<file path="config.mk">
export PLATFORM = sky130hd
export DESIGN_NAME = fetch_unit
export DESIGN_NICKNAME = d
export VERILOG_FILES = /design/src/rtl/fetch_unit.sv
export SDC_FILE = /design/constraint.sdc
export NUM_CORES = 1
export LEC_CHECK = 0
export ABC_AREA = 1
export BUFFER_PORTS_ARGS = -buffer_cell sky130_fd_sc_hd__buf_2
export CORE_MARGIN = 2
export CORE_UTILIZATION = 44
export CTS_CLUSTER_SIZE = 28
export DETAILED_ROUTE_END_ITERATION = 10
export GPL_ROUTABILITY_DRIVEN = 0
export PLACE_DENSITY = 0.77
export SETUP_SLACK_MARGIN = 0.2
export SYNTH_ARGS = -nofsm -noshare
export SYNTH_HDL_FRONTEND = slang
export SYNTH_SLANG_ARGS = --single-unit
</file>
<file path="constraint.sdc">
create_clock -name clk -period 1.46 [get_ports clk]
set_input_delay 0.146 -clock clk [delete_from_list [all_inputs] [get_ports clk]]
set_output_delay 0.146 -clock clk [all_outputs]
set_load 0.01 [all_outputs]
</file>
<file path="src/rtl/fetch_unit.sv">
// fetch_unit: instruction fetch stage.
// Generates the PC, drives a synchronous instruction memory with a 1-cycle read
// latency, and presents {inst_out, pc_out} plus the register enable to the
// fetch/decode pipeline register. Handles start/halt sequencing, downstream
// stall and branch redirect with wrong-path squash.
//
// Ports:
//   clk, reset        clock; synchronous active-high reset
//   start, start_pc   begin fetching at start_pc (only from IDLE/HALTED)
//   stall             downstream cannot accept; hold current instruction
//   redirect_valid/pc taken branch/jump target this cycle
//   imem_addr/en      memory read request (combinational)
//   imem_rdata        memory data for the address requested last cycle
//   inst_out, pc_out  instruction and its PC (inst_out=0 when !valid_out)
//   valid_out         inst_out is a real, non-squashed instruction
//   en_out            pipeline register enable (~stall)
//   halted            fetch stopped by a HALT opcode
//   fetch_count       instructions accepted downstream (wraps)
module fetch_unit #(
    parameter int         INST_ADDR_WIDTH = 9,
    parameter logic [5:0] HALT_OPCODE     = 6'h3F,
    parameter int         CNT_WIDTH       = 32
) (
    input  logic                       clk,
    input  logic                       reset,
    input  logic                       start,
    input  logic [INST_ADDR_WIDTH-1:0] start_pc,
    input  logic                       stall,
    input  logic                       redirect_valid,
    input  logic [INST_ADDR_WIDTH-1:0] redirect_pc,
    output logic [INST_ADDR_WIDTH-1:0] imem_addr,
    output logic                       imem_en,
    input  logic [31:0]                imem_rdata,
    output logic [31:0]                inst_out,
    output logic [INST_ADDR_WIDTH-1:0] pc_out,
    output logic                       valid_out,
    output logic                       en_out,
    output logic                       halted,
    output logic [CNT_WIDTH-1:0]       fetch_count
);

    typedef enum logic [1:0] {IDLE, RUN, HALTED} state_t;

    state_t                       state, state_nxt;
    logic [INST_ADDR_WIDTH-1:0]   req_pc, req_pc_nxt;
    logic                         rvalid, rvalid_nxt;
    logic                         halted_nxt;
    logic                         accept;
    logic                         is_halt;

    // Output side: what is currently on imem_rdata, qualified.
    always_comb begin
        valid_out = ~reset & (state == RUN) & rvalid & ~redirect_valid;
        accept    = valid_out & ~stall;
        is_halt   = accept & (imem_rdata[31:26] == HALT_OPCODE);
        inst_out  = valid_out ? imem_rdata : 32'd0;
        pc_out    = reset ? '0 : req_pc;
        en_out    = ~stall;
    end

    // Next-state and request side.
    always_comb begin
        state_nxt  = state;
        req_pc_nxt = req_pc;
        rvalid_nxt = rvalid;
        halted_nxt = halted;
        imem_en    = 1'b0;
        imem_addr  = req_pc;
        if (!reset) begin
            case (state)
                RUN: begin
                    if (redirect_valid) begin
                        imem_en   = 1'b1;
                        imem_addr = redirect_pc;
                    end else if (is_halt) begin
                        rvalid_nxt = 1'b0;
                        halted_nxt = 1'b1;
                        state_nxt  = HALTED;
                    end else if (stall) begin
                        // Re-read the same word so rdata/pc_out stay stable.
                        imem_en   = 1'b1;
                        imem_addr = req_pc;
                    end else begin
                        imem_en   = 1'b1;
                        imem_addr = req_pc + 1'b1;
                    end
                    if (imem_en) begin
                        req_pc_nxt = imem_addr;
                        rvalid_nxt = 1'b1;
                    end
                end
                default: begin
                    if (start) begin
                        imem_en    = 1'b1;
                        imem_addr  = start_pc;
                        req_pc_nxt = start_pc;
                        rvalid_nxt = 1'b1;
                        halted_nxt = 1'b0;
                        state_nxt  = RUN;
                    end
                end
            endcase
        end
    end

    always_ff @(posedge clk) begin
        if (reset) begin
            state       <= IDLE;
            req_pc      <= '0;
            rvalid      <= 1'b0;
            halted      <= 1'b0;
            fetch_count <= '0;
        end else begin
            state  <= state_nxt;
            req_pc <= req_pc_nxt;
            rvalid <= rvalid_nxt;
            halted <= halted_nxt;
            if (accept)
                fetch_count <= fetch_count + 1'b1;
        end
    end

endmodule
</file>
Word-level counts from Yosys, hierarchy flattened --
Index checks and enable logic that the tools add are counted.
Word-level totals: register bits after elaboration 45, latch bits 0, memory bits (writable) 0, bits in read-only memories 0, output and inout port bits 86, word-level logic and storage cells 55, memories 0
Operators by class: add/sub/neg operators 2, multiply operators 0, div/mod/pow operators 0, $lt $le $gt $ge 0, equal/unequal tests 7, shifts and indexed selects 0, multiplexer cells 30, bitwise logic cells 8, reductions and logical operators 3
Operators with widths (number):
- $mux W9 | 9
- $add A32 B1 Y32 const B | 1
- $mux W32 | 1
- $mux W1 | 16
- $add A9 B1 Y9 const B | 1
- $mux W2 | 4
- $eq A6 B6 Y1 const B | 1
- $ne A3 B2 Y1 const B | 2
- $reduce_and A3 Y1 | 2
- $and A1 B1 Y1 | 5
- $ne A2 B2 Y1 const B | 2
- $not A1 Y1 | 3
- $eq A2 B1 Y1 const B | 1
- $ne A2 B1 Y1 const B | 1
- $reduce_bool A2 Y1 | 1

Logic depth before layout (Yosys ltp) --
depth in word-level cells 12, mapped depth 12

Worst setup path before layout --
Ideal clock, no wire load.
path type register to output, start register req_pc[0], end output port imem_addr[8], arrival 1402 ps, path slack -88 ps, stages on the path, launching flop included 12, cell sequence dfxtp_1 ha_1 nand2_1 nor2_2 nand2_1 nor3_1 nand2_1 nand2_1 nand3_1 nand2_1 nand2_1 nand2_1
Between the ends: cells in the longest elaborated chain, start to end 6
RTL lines:
- from (decl) | RTL line 45 | logic [INST_ADDR_WIDTH-1:0] req_pc, req_pc_nxt;
- from (signal assigned) | RTL line 115 | req_pc <= req_pc_nxt;
- $add A9 B1 Y9 | RTL line 85 | imem_addr = req_pc + 1'b1;
- $mux W9 | RTL line 79 | end else if (stall) begin
- $mux W9 | RTL line 75 | end else if (is_halt) begin
- $mux W9 | RTL line 72 | if (redirect_valid) begin
- $mux W9 | RTL line 70 | case (state)
- $mux W9 | RTL line 69 | if (!reset) begin
- to (decl) | RTL line 31 | output logic [INST_ADDR_WIDTH-1:0] imem_addr,
No other way between the ends.

Worst setup path in the final report --
Same ends and word-level chain as after synthesis.

==> results.rst <==
.. list-table::
   :header-rows: 1

   * - Metric
     - Value
   * - Top flip-flop cell by instance count after synthesis
     - sky130_fd_sc_hd__dfxtp_1
   * - Growth of design area from synthesis to finish
     - 80.7%
   * - CORE AREA
     - roughly 0.0073 mm^2
   * - Count of distinct cell types in the synthesized netlist
     - 33
   * - Synth Cell Area
     - between 0.003 and 0.004 mm^2
   * - Capturing element type of the critical path
     - primary output
   * - Final setup violation count
     - 72
   * - Area share of the leading cell type in the synthesized netlist
     - 0.263
   * - N_diodes
     - 0
   * - Setup repair after global routing missed its margin
     - true
   * - Share of layout cells above drive strength 1
     - 0.578
   * - Final std cell area, no fill
     - slightly above 0.006 mm^2
   * - Worst setup margin
     - -0.583 ns
   * - Post-CTS Hold Fix Bufs
     - 0
   * - Arrival time of data at the critical path endpoint
     - 1.90 ns
   * - IR drop worst, VDD
     - approximately 0.0005 V
   * - Drt total wl
     - roughly 16 mm
   * - Flop2flop setup slack
     - -0.23 ns
   * - Failing checks
     - setup timing
   * - Setup crit start
     - req_pc[0]
   * - Startpoint types
     - flip-flop
   * - Fraction of the yosys area taken by sequential cells
     - 0.263
   * - Initial antenna violation count
     - 0
   * - Sink count of the clock tree
     - 44
   * - Overall global routing resource usage
     - 0.302
   * - Clock transition at the registers of the reported paths
     - roughly 0.10 ns
   * - Largest fanout of any net on the critical path
     - 3
   * - Total via count in the routed design
     - 5,243
   * - Detail-routed net length per standard cell
     - 16.7 um
   * - R2R cell count
     - 11
   * - Largest delay share family, worst path
     - simple AND/OR/NAND/NOR gates
   * - Slew Limit Headroom
     - 0.646
   * - Most prevalent standard cell on the critical path
     - sky130_fd_sc_hd__nand2_1
   * - Final Hold Violating Endpoints
     - 0
   * - Flip-flop and latch count after synthesis
     - 44
   * - Number of instances in the synthesized netlist
     - 599
   * - Critical Setup Path Class
     - flip-flop to primary output
   * - Total power density per cell area
     - 503 mW/mm^2
   * - Hold wc startpoint
     - redirect_pc[7]
   * - Worst hold path endpoint
     - req_pc[7]
   * - Result of the run
     - finished, violations left
   * - Top-count cell post-synth
     - sky130_fd_sc_hd__nand2_1
   * - Total number of yosys warnings
     - 0
   * - Cells traversed along the worst timing path
     - ha_4 > nand2_2 > nor2_4 > nand2_2 > nor3_4 > nand2_1 > nand2_1 > nand3_2 > nand2_1 > nand2_1 > nand2_2 > buf_6
   * - Count of cells along the worst hold path
     - 5
   * - Starting Density
     - 0.459
   * - Most area-hungry cell type in the Yosys netlist
     - sky130_fd_sc_hd__dfxtp_1
   * - Ports placed on the boundary
     - 141
   * - TritonCTS clock tree
     - done
   * - Number of buffers and inverters on the critical path
     - 1
   * - Final min period
     - approximately 2.0 ns
   * - LEAKAGE
     - a little over 0.003 uW
   * - Length of routed wiring on met1
     - approximately 5.3 mm
   * - CTS Root Cell
     - sky130_fd_sc_hd__clkbuf_8
   * - Uppermost layer routed
     - met4
   * - Final cycle utilization of the critical path
     - 1.40
   * - WP data required
     - around 1.3 ns
   * - Wire length of the first global-routing pass
     - 20.8 mm
   * - Levels on crit path
     - 12
   * - Post-DP Area
     - ~0.0048 mm^2
   * - Clock latency at the later pin of the worst-skew pair
     - roughly 0.33 ns
   * - 1st-iter DRT viols
     - approximately 580
   * - Final-layout setup total negative slack
     - -16.65 ns
   * - Vertical extent of the die
     - slightly above 90 um
   * - Max Clock Skew
     - 0.0177 ns
   * - Quantity of I/O buffers inserted on ports
     - 140
   * - Worst reg2reg endpoint
     - req_pc[4]
   * - Net count after synthesis
     - 656
   * - Type of the most critical hold path
     - primary input to flip-flop
   * - 1st-pass router iterations
     - 9
   * - Half-perimeter wire length after placement
     - between 8 and 9 mm
   * - Post-synth EDFFs
     - 0
   * - Reg2reg start
     - req_pc[0]
   * - Number of nets in the layout
     - ~900
   * - Largest stage delay, worst path
     - roughly 0.4 ns
   * - Proportion of register bits with asynchronous set or reset after synthesis
     - 0
   * - Met3 Wirelength
     - approximately 1.7 mm
   * - Worst-margin pin slew
     - 0.531 ns
   * - Slowest cell on the critical path
     - sky130_fd_sc_hd__dfxtp_4
   * - Via/cell ratio
     - 5.62
   * - Avg Inst Size Synth
     - around 5.6 um^2
   * - Length of routed met2 wiring
     - between 7 and 8 mm
   * - Most instantiated cells after synthesis
     - sky130_fd_sc_hd__nand2_1 (198), sky130_fd_sc_hd__inv_1 (93), sky130_fd_sc_hd__nor2_1 (86)
   * - Die Outline Area
     - between 0.008 and 0.009 mm^2
   * - Maximum operating frequency
     - just under 0.5 GHz
   * - Congestion Overflow GR
     - 0
   * - Pin count of the biggest net entering global routing
     - between 40 and 50
   * - DRC violations left
     - 0
   * - Buffers from clock root to sink, at most
     - 2
   * - Number of global-route vias before repair
     - about 4,600
   * - Max-cap check violation count
     - 0
   * - Main area contributors after synthesis
     - sky130_fd_sc_hd__dfxtp_1 (26%), sky130_fd_sc_hd__nand2_1 (22%), sky130_fd_sc_hd__inv_1 (10%)
   * - Horizontal extent of the die
     - about 90 um
   * - H-tree lvl count
     - 2
   * - Number of standard-cell rows in the floorplan
     - 31
   * - Number of clock buffers inserted by TritonCTS
     - 5
   * - Max Slew Vio Count
     - 0
   * - DRT antenna net count
     - 0
[registers in the layout, indices dropped and copies added, names as in the netlist]
register / cells
rvalid: 1
state: 2
req_pc: 9
fetch_count: 32
[what timing repair did]
action                     in CTS  in global routing
setup buffers                  22                 16
setup endpoints to repair      89                 93
gates cloned                    3                  0
hold endpoints to repair        0                  0
pin swaps                      44                 38
resized for setup             131                 86
[cells in the final DEF (no fill, tap or decap), types with 3 or more instances in the layout]
| cell type | instances |
|---|---|
| sky130_fd_sc_hd__nor3_2 | 3 |
| sky130_fd_sc_hd__inv_2 | 17 |
| sky130_fd_sc_hd__o21ai_0 | 11 |
| sky130_fd_sc_hd__nand3_4 | 6 |
| sky130_fd_sc_hd__dfxtp_4 | 21 |
| sky130_fd_sc_hd__nand2_1 | 152 |
| sky130_fd_sc_hd__a31oi_1 | 5 |
| sky130_fd_sc_hd__a21oi_1 | 24 |
| sky130_fd_sc_hd__o21ai_2 | 7 |
| sky130_fd_sc_hd__inv_4 | 7 |
| sky130_fd_sc_hd__clkbuf_8 | 5 |
| sky130_fd_sc_hd__nor2_1 | 26 |
| sky130_fd_sc_hd__inv_1 | 72 |
| sky130_fd_sc_hd__nand2_2 | 43 |
| sky130_fd_sc_hd__nand2_4 | 5 |
| sky130_fd_sc_hd__nand3b_1 | 7 |
| sky130_fd_sc_hd__nand3_2 | 13 |
| sky130_fd_sc_hd__buf_4 | 68 |
| sky130_fd_sc_hd__clkinv_4 | 3 |
| sky130_fd_sc_hd__buf_6 | 31 |
| sky130_fd_sc_hd__nand3_1 | 18 |
| sky130_fd_sc_hd__dfxtp_1 | 9 |
| sky130_fd_sc_hd__nor3_1 | 3 |
| sky130_fd_sc_hd__buf_8 | 3 |
| sky130_fd_sc_hd__a21oi_2 | 7 |
| sky130_fd_sc_hd__nor2_4 | 17 |
| sky130_fd_sc_hd__o21ai_1 | 6 |
| sky130_fd_sc_hd__nor2_2 | 52 |
| sky130_fd_sc_hd__nor3_4 | 9 |
| sky130_fd_sc_hd__buf_12 | 5 |
| sky130_fd_sc_hd__buf_2 | 136 |
| sky130_fd_sc_hd__nand4_1 | 7 |
| sky130_fd_sc_hd__xor2_1 | 5 |
| sky130_fd_sc_hd__dfxtp_2 | 14 |
[per-layer routing]
| metal | vias to the layer above | global-route usage |
|---|---|---|
| li1 | 2334 | - |
| met1 | 2325 | 0.353 |
| met2 | 450 | 0.535 |
| met3 | 134 | 0.0573 |
| met4 | 0 | 0.131 |
| met5 | - | 0 |
[power breakdown]
group,switching [uW],leakage [uW],total [uW],internal (uW)
clock,525,0.0000583,1040,517
sequential,33.3,0.000380,1230,1190
combinational,428,0.00263,769,342
[stage by stage]
stage / power [uW] / setup slack [ns] / util / std cells / hold slack (ns)
after floorplan: 1590 / -0.00744 / - / 599 / 0.317
after global placement: 1860 / -0.0797 / 0.664 / 884 / 0.470
after detailed placement: 1870 / -0.123 / 0.664 / 884 / 0.473
after CTS: 2930 / -0.391 / 0.774 / 917 / 0.201
after global routing: 3120 / -0.662 / 0.829 / 933 / 0.237
final: 3040 / -0.583 / 0.829 / 933 / 0.195
[worst reg2reg max path: cells and delay by family (launching register included)]
family / cells / cell delay [ns]
DFF: 1 / 0.39
adders and majority gates: 1 / 0.14
AOI/OAI and AO/OA: 1 / 0.14
buffers and inverters: 4 / 0.50
and+or+nand+nor: 5 / 0.43
[logic make-up after synthesis]
kind of cell / Yosys count / synth area share
XOR/XNOR: 7 / 0.0183
AO/OA/AOI/OAI: 66 / 0.105
flip-flops: 44 / 0.263
AND/OR/NAND/NOR: 365 / 0.470
buffers and inverters: 115 / 0.135
adder cells (fa/ha/maj): 2 / 0.00748
[layout make-up]
class,count,area [um^2]
fill,422,1250
clock inverter,3,47.5
multi-input combinational,441,2720
sequential,44,977
clock buffer,5,68.8
timing repair buffer,244,1720
tap,99,124
inverter,97,387
[worst max-delay path by stage]
stage,to,slack (ns)
4_1_cts,imem_addr[3],-0.39
6_report,imem_addr[8],-0.58
3_3_place_gp,imem_addr[8],-0.08
5_1_grt,imem_addr[8],-0.66
2_1_floorplan,imem_addr[3],-0.007
3_5_place_dp,imem_addr[8],-0.12
Power figures use the tool's default switching activity.
